--- src/rtl/pitch_frame_writer_pkg.sv ---
// Shared analyzer definitions: frame-writer state encoding, sample widths and
// the default upper clamp for written song frequencies.
package pitch_frame_writer_pkg;

    localparam int HZ_W   = 15;
    localparam int DROP_W = 8;

    localparam logic [HZ_W-1:0] DEFAULT_MAX_HZ = 15'd20000;

    typedef enum logic [2:0] {
        IDLE,
        WAIT_PITCH,
        FETCH,
        CAPTURE,
        WRITE,
        FINISH
    } state_t;

    // Out-of-range detections are pinned to the ceiling; unvoiced (0) passes through.
    function automatic logic [HZ_W-1:0] clamp_hz(input logic [HZ_W-1:0] hz,
                                                 input logic [HZ_W-1:0] max_hz);
        return (hz > max_hz) ? max_hz : hz;
    endfunction

endpackage

--- src/rtl/pitch_frame_writer.sv ---
// Pairs each detected pitch with its reference note from ROM and writes both
// into the song/reference FIFOs together, one frame per detected pitch.
module pitch_frame_writer
    import pitch_frame_writer_pkg::*;
#(
    parameter int              LEN_W  = 12,
    parameter logic [HZ_W-1:0] MAX_HZ = DEFAULT_MAX_HZ
) (
    input  logic              clk,
    input  logic              rst,
    input  logic              start,
    input  logic [LEN_W-1:0]  song_len,
    input  logic              pitch_valid,
    input  logic [HZ_W-1:0]   pitch_hz,
    output logic              ref_rd_en,
    output logic [LEN_W-1:0]  ref_addr,
    input  logic [HZ_W-1:0]   ref_hz,
    input  logic              song_full,
    input  logic              ref_full,
    output logic              song_wr_en,
    output logic              ref_wr_en,
    output logic [HZ_W-1:0]   song_din,
    output logic [HZ_W-1:0]   ref_din,
    output logic              busy,
    output logic              done,
    output logic [DROP_W-1:0] drop_count
);

    state_t            state_q, state_d;
    logic [LEN_W-1:0]  len_q, idx_q, idx_inc;
    logic              hold_valid_q;
    logic [HZ_W-1:0]   hold_hz_q, cur_hz_q, song_q, ref_q;
    logic              busy_q, done_q;
    logic [DROP_W-1:0] drop_q;

    logic accept, consume, capture, write, finish;
    logic bypass, drop, load;

    assign idx_inc = idx_q + LEN_W'(1);

    always_ff @(posedge clk) begin
        if (rst) state_q <= IDLE;
        else     state_q <= state_d;
    end

    // NOTE: every signal written here gets a default first so no path leaves it
    // unassigned, which would otherwise infer a latch.
    always_comb begin
        state_d = state_q;
        accept  = 1'b0;
        consume = 1'b0;
        capture = 1'b0;
        write   = 1'b0;
        finish  = 1'b0;
        case (state_q)
            IDLE: begin
                if (start) begin
                    accept  = 1'b1;
                    state_d = (song_len == '0) ? FINISH : WAIT_PITCH;
                end
            end
            WAIT_PITCH: begin
                if (hold_valid_q || pitch_valid) begin
                    consume = 1'b1;
                    state_d = FETCH;
                end
            end
            FETCH:   state_d = CAPTURE;
            CAPTURE: begin
                capture = 1'b1;
                state_d = WRITE;
            end
            WRITE: begin
                if (!(song_full || ref_full)) begin
                    write   = 1'b1;
                    state_d = (idx_inc == len_q) ? FINISH : WAIT_PITCH;
                end
            end
            FINISH: begin
                finish  = 1'b1;
                state_d = IDLE;
            end
            default: state_d = IDLE;
        endcase

        // A sample consumed straight from the strobe never touches the holding register.
        bypass = consume && !hold_valid_q;
        drop   = (state_q != IDLE) && pitch_valid && hold_valid_q && !consume;
        load   = (state_q != IDLE) && pitch_valid && !bypass && !drop;
    end

    // NOTE: sequential state uses non-blocking assignments so every register
    // samples pre-edge values regardless of statement order.
    always_ff @(posedge clk) begin
        if (rst) begin
            len_q        <= '0;
            idx_q        <= '0;
            hold_valid_q <= 1'b0;
            hold_hz_q    <= '0;
            cur_hz_q     <= '0;
            song_q       <= '0;
            ref_q        <= '0;
            busy_q       <= 1'b0;
            done_q       <= 1'b0;
            drop_q       <= '0;
        end else begin
            done_q <= finish;
            if (accept) begin
                len_q  <= song_len;
                idx_q  <= '0;
                busy_q <= 1'b1;
            end
            if (finish) busy_q <= 1'b0;

            if (consume) cur_hz_q <= hold_valid_q ? hold_hz_q : pitch_hz;
            if (capture) begin
                song_q <= clamp_hz(cur_hz_q, MAX_HZ);
                ref_q  <= ref_hz;
            end
            if (write) idx_q <= idx_inc;

            if (load) begin
                hold_valid_q <= 1'b1;
                hold_hz_q    <= pitch_hz;
            end else if (consume) begin
                hold_valid_q <= 1'b0;
            end
            if (drop && drop_q != '1) drop_q <= drop_q + DROP_W'(1);
        end
    end

    // Outputs are forced quiet while rst is high, even before the state register clears.
    assign ref_rd_en  = (state_q == FETCH) && !rst;
    assign song_wr_en = write && !rst;
    assign ref_wr_en  = write && !rst;
    assign ref_addr   = rst ? '0 : idx_q;
    assign song_din   = rst ? '0 : song_q;
    assign ref_din    = rst ? '0 : ref_q;
    assign busy       = busy_q && !rst;
    assign done       = done_q && !rst;
    assign drop_count = rst ? '0 : drop_q;

endmodule

--- config.mk ---
export PLATFORM = sky130hd
export DESIGN_NAME = pitch_frame_writer
export DESIGN_NICKNAME = d
export VERILOG_FILES = /design/src/rtl/pitch_frame_writer_pkg.sv /design/src/rtl/pitch_frame_writer.sv
export SDC_FILE = /design/constraint.sdc
export NUM_CORES = 1
export LEC_CHECK = 0
export ABC_AREA = 0
export BUFFER_PORTS_ARGS = -buffer_cell sky130_fd_sc_hd__buf_2
export CAP_MARGIN = 20
export CORE_MARGIN = 4
export CORE_UTILIZATION = 58
export CTS_CLUSTER_SIZE = 10
export DETAILED_ROUTE_END_ITERATION = 16
export PLACE_DENSITY = 0.85
export SYNTH_ARGS = -nofsm -noshare
export SYNTH_HDL_FRONTEND = slang
export SYNTH_SLANG_ARGS = --single-unit
--- constraint.sdc ---
create_clock -name clk -period 3.3 [get_ports clk]
set_input_delay 0.66 -clock clk [delete_from_list [all_inputs] [get_ports clk]]
set_output_delay 0.66 -clock clk [all_outputs]
set_load 0.1 [all_outputs]
==> metrics, run 1 <==
status=finished, final reports clean; via count=4070; H-tree lvl count=3; Syn Area/Cell=8.65 µm²; GRT Residual Overflow=0; asr flop ratio synth=0%; worst path cell trace=nor2_1 > nand3_1 > buf_4 > nor2_2 > buf_2; Slew Viols, Final=0; HPWL after DPL=7860 µm; routed vias/inst=5.64; I/O pin cnt=103; Fmax=0.357 GHz; total power=2.26 mW; Lkg Pwr=2.23 nW; post-CTS setup buffers=0; DRT Wirelength=10700 µm; die area=9450 µm²; Root Buffer=clkbuf_8; Ant. Diodes=0; WS Path Type=register to primary output; VDD IR max=0.249 mV; final period utilization=84.8%; GPL Wtd Cong=0.900; largest net degree at the start of global routing=79; max_cap viols=0; IO Port Bufs=102; YS warnings=0; worst path arrival time=2.14 ns; CTS Buf Count=9; slew margin rel.=36.4%; Core Area=7730 µm²; number of flops mapped to enable cells by yosys=0; DR iter-0 viols=235; clock buffer depth=2; Fin Clk Skew=0.0134 ns; Worst-path clk slew=0.09 ns; CP Launch Type=register; Critical Path Fanout Max=17; CTS tree=yes; vias in the first global route=3784; post-synth cell types=52; worst endpoint required time=2.64 ns; # setup viols final=0; Skew-Pair Late Insertion Delay=0.37 ns; Net Count, Synth=584; first-pass GRT wire length=17700 µm; initial antenna violation count=0; CP max stage cell=dfxtp_1; Layout Area Growth over Synthesis=15.0%; Inst Count DP=705; HP Class=register to register; actual slew at the worst max-slew pin=0.951 ns; total track usage=22.2%; most frequent cells in the layout=buf_2, dfxtp_1, nor2_1; Final min period=2.80 ns; TNS Setup=0 ns; Primary FF master, synth=dfxtp_1; Avg WL per Cell=14.9 µm; Resized Gates After CTS=0; DIE WIDTH=97.2 µm; drt drc=0; sequential share of the synthesized area=42.5%; non-filler cells in the finished layout=721; cells after synthesis=534; fill cell count=646; DR pass1 iterations=4; PD cells=426 nW/µm²; Initial Utilization=59.8%; RSZ-0062 raised after global routing=false; Hold WS=0.453 ns; Setup WS pre-CTS=0.848 ns; row cnt=32; Final ANT Viol Nets=0; Worst Setup End Kind=primary output; Die Ht=97.2 µm; # nets final=664; Sink Count=98; synthesized area=4620 µm²; count of state elements after synthesis=98; setup ws final=0.500 ns; count of final hold-check violations=0; most common cell after layout, fill and taps aside=buf_2; Hold Buf Count CTS=0; layout cells sized above 1=21.6%; CP peak stage delay=0.49 ns
[kinds of logic (layout without fill, tap and decap cells)]
family | after synthesis | in the layout | synth area share [%]
compound gates | 114 | 114 | 17.1
xor+xnor | 20 | 20 | 3.79
fa+ha+maj | 2 | 2 | 0.542
buf+inv | 42 | 127 | 4.31
flops | 98 | 98 | 42.5
mux | 32 | 32 | 6.94
simple gates | 226 | 226 | 24.8
[metal layers]
metal | track usage (%) | part of all wire [%] | vias up
met3 | 4.52 | 6.6 | 13
met1 | 29.8 | 46 | 1883
met2 | 35.2 | 46 | 131
li1 | - | - | 2043
met5 | 0 | 0 | -
met4 | 8.41 | 1.4 | 0
[critical path: cells and delay by family (launching register included)]
| family | cells | cell delay [ns] |
|---|---|---|
| buffers and inverters | 2 | 0.66 |
| DFF | 1 | 0.49 |
| and+or+nand+nor | 3 | 0.62 |
[synth_stat cells, drive strengths merged, types with 2 or more instances]
cell	number	share of area, %
inv	2	0.16
a22o	8	1.5
and3	4	0.54
o22ai	4	0.54
nor3	10	1.3
nor4	6	0.81
ha	2	0.54
a311oi	4	0.76
and2	2	0.30
nor2b	54	7.3
nand3	9	1.2
nand3b	4	0.65
nor4b	2	0.38
a22oi	2	0.33
xnor2	13	2.5
nand2	49	4.0
clkbuf	18	1.5
mux2i	32	6.9
o21a	2	0.33
nor3b	2	0.33
nand4	6	0.81
dfxtp	98	42
o21ai	19	2.1
xor2	7	1.3
nor2	67	5.4
buf	22	2.7
a211oi	19	3.1
o22a	16	3.0
a31oi	6	1.1
a21oi	27	2.9
or3	5	0.68
[final timing paths]
path,to,slack (ns),start,cells past startpoint
worst max-delay path,song_wr_en,0.50,state_q[1],5
worst min-delay path,song_q[13],0.45,song_q[13],2
worst min register to register,song_q[13],0.45,song_q[13],2
worst max register to register,ref_q[9],0.92,state_q[1],3
[metrics by stage]
stage	instance area, µm²	utilization [%]
after global routing	5310	68.7
after detailed placement	5130	66.4
final	5310	68.7
after CTS	5310	68.7
after floorplan	4630	-
after global placement	5130	66.4
[where the power goes]
| group | total [mW] | internal (mW) | switching (mW) |
|---|---|---|---|
| Combinational | 0.275 | 0.0994 | 0.176 |
| Clock | 0.725 | 0.286 | 0.439 |
| Sequential | 1.26 | 1.22 | 0.0399 |
[flip-flops by register name, summed over array words and instances, names as in the netlist]
name,flops
state_q,3
drop_q,8
song_q,15
idx_q,12
cur_hz_q,15
done_q,1
busy_q,1
hold_valid_q,1
ref_q,15
len_q,12
hold_hz_q,15
[final cells by class]
cell class                 count  area, µm²  area share, %
sequential                    98       1960           36.9
clock inverter                 7       58.8           1.11
tap                          102        128           2.40
multi-input combinational    394       2460           46.4
timing repair buffer         109        566           10.7
inverter                       2       7.51          0.141
clock buffer                   9        124           2.33
(Power assumes the default switching activity.)
==> run 2, diff against run 1 <==
--- a/config.mk
+++ b/config.mk
@@ -9,10 +9,10 @@
 export BUFFER_PORTS_ARGS = -buffer_cell sky130_fd_sc_hd__buf_2
 export CAP_MARGIN = 20
 export CORE_MARGIN = 4
-export CORE_UTILIZATION = 58
+export CORE_UTILIZATION = 49
 export CTS_CLUSTER_SIZE = 10
 export DETAILED_ROUTE_END_ITERATION = 16
-export PLACE_DENSITY = 0.85
+export PLACE_DENSITY = 0.76
 export SYNTH_ARGS = -nofsm -noshare
 export SYNTH_HDL_FRONTEND = slang
 export SYNTH_SLANG_ARGS = --single-unit
==> constraint.sdc (replaced) <==
create_clock -name clk -period 2.4 [get_ports clk]
set_input_delay 0.48 -clock clk [delete_from_list [all_inputs] [get_ports clk]]
set_output_delay 0.48 -clock clk [all_outputs]
set_load 0.1 [all_outputs]
==> metrics, run 2 (same netlist as run 1, synthesis figures left out) <==
WS Path Type=register to primary output; Worst Setup End Kind=primary output; Final ANT Viol Nets=0; worst path arrival time=1.78 ns; clock buffer depth=2; largest net degree at the start of global routing=35; Comb pwr share=12.8%; final core utilization=59.3%; Sink Count=98; setup ws final=0.136 ns; sequential share of power=56.0%; DIE WIDTH=105 µm; non-filler cells in the finished layout=739; Initial Utilization=50.2%; worst path cell trace=nor2_1 > nand3_1 > nor2_4 > buf_12; GRT Residual Overflow=0; initial antenna violation count=0; max_cap viols=0; Min-Delay Path Depth=2; Die Ht=105 µm; Slew Viols, Final=0; layout cells sized above 1=22.8%; Critical Path Fanout Max=12; Skew-Pair Late Insertion Delay=0.35 ns; worst endpoint required time=1.92 ns; P_int=2.22 mW; CTS tree=yes; DRT Wirelength=10700 µm; CP Launch Type=register; total track usage=19.4%; Final min period=2.26 ns; count of final hold-check violations=0; CP bufs+invs=1; actual slew at the worst max-slew pin=0.992 ns; Clk pwr share=31.2%; Resized Gates After CTS=0; via count=4096; Reg-to-Reg Start=state_q[2]; Root Buffer=clkbuf_8; routed vias/inst=5.54; die area=11000 µm²; VDD IR max=0.301 mV; Setup WS pre-CTS=0.261 ns; DR iter-0 viols=193; R2R setup slack=0.30 ns; Inst Count DP=724; TNS Setup=0 ns; final period utilization=94.3%; H-tree lvl count=3; IO Port Bufs=102; first-pass GRT wire length=17900 µm; post-CTS setup buffers=0; switching power total=876 µW; R2R depth=6; DR pass1 iterations=4; status=finished, final reports clean; row cnt=35; Layout Area Growth over Synthesis=18.1%; CP max stage cell=dfxtp_1; Hold Path Sink=ref_q[2]; PD cells=568 nW/µm²; # nets final=674; Lkg Pwr=2.28 nW; HPWL after DPL=8050 µm; GPL Wtd Cong=0.884; hold path start=ref_hz[2]; total power=3.10 mW; Fmax=0.442 GHz; slew margin rel.=33.6%; Core Area=9200 µm²; RSZ-0062 raised after global routing=false; most frequent cells in the layout=buf_2, dfxtp_1, nor2_1; most common cell after layout, fill and taps aside=buf_2; # setup viols final=0; Avg WL per Cell=14.5 µm; HP Class=primary input to register; I/O pin cnt=103; sw frac=28.3%; R2R Path End=state_q[2]; CP peak stage delay=0.43 ns; Fin Clk Skew=0.0125 ns; Hold Buf Count CTS=0; Ant. Diodes=0; drt drc=0; CTS Buf Count=9; Worst-path clk slew=0.10 ns; cell family with most CP delay=simple AND/OR/NAND/NOR gates; vias in the first global route=3741
## run 2: worst max path at each step
stage	end	slack [ns]	cells after the start	startpoint
after floorplan	busy	-0.30	3	rst
after global placement	state_q[2]	0.37	7	rst
after detailed placement	state_q[2]	0.26	7	rst
after CTS	song_wr_en	0.15	4	state_q[0]
after global routing	song_wr_en	0.03	4	state_q[0]
final	song_wr_en	0.14	4	state_q[0]
## run 2: worst reg2reg max path: cells and delay by family, from the launching register on
kind	cells	cell delay (ns)
flops	1	0.59
simple gates	2	0.69
buf+inv	1	0.24
compound gates	3	0.51
## run 2: metal layers
metal | GRT usage, % | wire length [µm] | vias up
li1 | - | - | 2079
met1 | 26.6 | 5060 | 1880
met2 | 30.2 | 4770 | 125
met3 | 4.32 | 735 | 12
met4 | 6.37 | 129 | 0
met5 | 0 | 0 | -
## run 2: area by class of cell
class	count	area [µm²]
Inverter	2	7.51
Timing Repair Buffer	119	696
Sequential cell	98	1960
Multi-Input combinational cell	394	2480
Clock buffer	9	124
Clock inverter	6	51.3
Tap cell	111	139
Fill cell	833	3740
## run 2: power by group through the flow
stage / Combinational [mW] / Clock [mW] / Sequential (mW)
after global routing: 0.437 / 1.06 / 1.74
after CTS: 0.398 / 0.995 / 1.73
final: 0.397 / 0.965 / 1.73
after global placement: 0.385 / 0 / 1.77
after floorplan: 0.288 / 0 / 1.75
after detailed placement: 0.397 / 0 / 1.77
## run 2: per-stage QoR
stage                     hold WS (ns)  area [µm²]
after global placement           0.438        5280
after detailed placement         0.454        5280
after CTS                        0.337        5460
after global routing             0.335        5460
after floorplan                  0.427        4640
final                            0.351        5460
==> run 3, diff against run 2 <==
--- a/config.mk
+++ b/config.mk
@@ -5,7 +5,6 @@
 export SDC_FILE = /design/constraint.sdc
 export NUM_CORES = 1
 export LEC_CHECK = 0
-export ABC_AREA = 0
 export BUFFER_PORTS_ARGS = -buffer_cell sky130_fd_sc_hd__buf_2
 export CAP_MARGIN = 20
 export CORE_MARGIN = 4
@@ -13,6 +12,7 @@
 export CTS_CLUSTER_SIZE = 10
 export DETAILED_ROUTE_END_ITERATION = 16
 export PLACE_DENSITY = 0.76
+export SLEW_MARGIN = 20
 export SYNTH_ARGS = -nofsm -noshare
 export SYNTH_HDL_FRONTEND = slang
 export SYNTH_SLANG_ARGS = --single-unit
==> constraint.sdc (replaced) <==
create_clock -name clk -period 2.4 [get_ports clk]
set_input_delay 0.48 -clock clk [delete_from_list [all_inputs] [get_ports clk]]
set_output_delay 0.48 -clock clk [all_outputs]
set_load 0.01 [all_outputs]
==> metrics, run 3 (same netlist as run 1, synthesis figures left out) <==
drt drc=0; most common cell after layout, fill and taps aside=buf_2; I/O pin cnt=103; Worst Setup SP=state_q[1]; die area=11000 µm²; GRT Residual Overflow=0; H-tree lvl count=3; WS Path Type=register to primary output; worst path arrival time=1.80 ns; IO Port Bufs=102; first-pass GRT wire length=17500 µm; TNS Setup=0 ns; Slew Viols, Final=0; VDD IR max=0.238 mV; Hold Buf Count CTS=0; CTS tree=yes; # nets final=672; total track usage=18.9%; largest net degree at the start of global routing=38; Worst Setup End Kind=primary output; Core Area=9200 µm²; area of the multi-input gates=2460 µm²; fill cell count=814; final core utilization=58.9%; DRT Wirelength=10600 µm; HPWL after DPL=7760 µm; # setup viols final=0; Critical Path Fanout Max=17; Root Buffer=clkbuf_8; Resized Gates After CTS=0; initial antenna violation count=0; RSZ-0062 raised after global routing=false; CP Launch Type=register; Die Ht=105 µm; Lkg Pwr=2.29 nW; GPL Wtd Cong=0.884; via count=4019; routed vias/inst=5.45; Ant. Diodes=0; clock buffer depth=2; Layout Area Growth over Synthesis=17.2%; DR iter-0 viols=303; total power=3.20 mW; Avg WL per Cell=14.4 µm; most frequent cells in the layout=buf_2, dfxtp_1, nor2_1; DIE WIDTH=105 µm; worst endpoint required time=1.92 ns; Final ANT Viol Nets=0; Worst-path clk slew=0.10 ns; Sink Count=98; hold path start=ref_hz[4]; HP Class=primary input to register; Skew-Pair Late Insertion Delay=0.36 ns; vias in the first global route=3728; post-CTS setup buffers=0; flip-flop and latch area=1960 µm²; Final min period=2.28 ns; Fin Clk Skew=0.0138 ns; slew margin rel.=56.2%; DR pass1 iterations=5; actual slew at the worst max-slew pin=0.656 ns; Fmax=0.439 GHz; PD cells=592 nW/µm²; max_cap viols=0; final period utilization=94.8%; Initial Utilization=50.2%; count of final hold-check violations=0; CTS Buf Count=9; status=finished, final reports clean; Reg-to-Reg Start=state_q[1]; row cnt=35; Hold WS=0.340 ns; layout cells sized above 1=22.6%
-- run 3: changes by cell type in the layout (fill, tap and decap cells not counted), moves of 2 or more --
cell        delta
buf_12         -4
buf_2          +2
clkinvlp_4     -3
inv_8          +2
-- run 3: final cells by class --
| type | instances | area share [%] |
|---|---|---|
| timing repair buffer | 117 | 11.6 |
| clock buffer | 9 | 2.29 |
| clock inverter | 7 | 1.66 |
| tap | 111 | 2.57 |
| sequential | 98 | 36.2 |
| multi-input combinational | 394 | 45.5 |
| inverter | 2 | 0.139 |
-- run 3: critical path, cell delays in order (launching register included) --
cell and delay [ns]:
dfxtp_1 0.49, nor2_1 0.36, nand3_2 0.26, nor2_1 0.18
buf_2 0.15
-- run 3: metal layers --
layer	global-route usage [%]	vias up	share of wire, %
met5	0	-	0
met4	6.65	0	0.98
met3	3.21	7	6.0
met2	28.4	130	43
met1	27.4	1830	50
li1	-	2052	-
-- run 3: final timing paths --
kind / endpoint / slack (ns) / depth (start not counted)
max reg2reg: drop_q[5] / 0.43 / 5
min reg2reg: song_q[13] / 0.46 / 2
max: song_wr_en / 0.12 / 4
min: ref_q[4] / 0.34 / 2
-- run 3: metrics by stage --
step | worst slack, ns | cells | cell area (µm²)
global placement | 0.478 | 722 | 5190
global route | 0.00677 | 738 | 5410
CTS | 0.0295 | 738 | 5410
floorplan | 0.292 | 534 | 4620
finish | 0.124 | 738 | 5410
detailed placement | 0.410 | 722 | 5190
-- run 3: power by group --
group / leakage [nW] / switching, mW / internal, mW
Clock: 0.110 / 0.622 / 0.513
Sequential: 0.795 / 0.0541 / 1.68
Combinational: 1.38 / 0.186 / 0.145
Total: 2.29 / 0.862 / 2.34
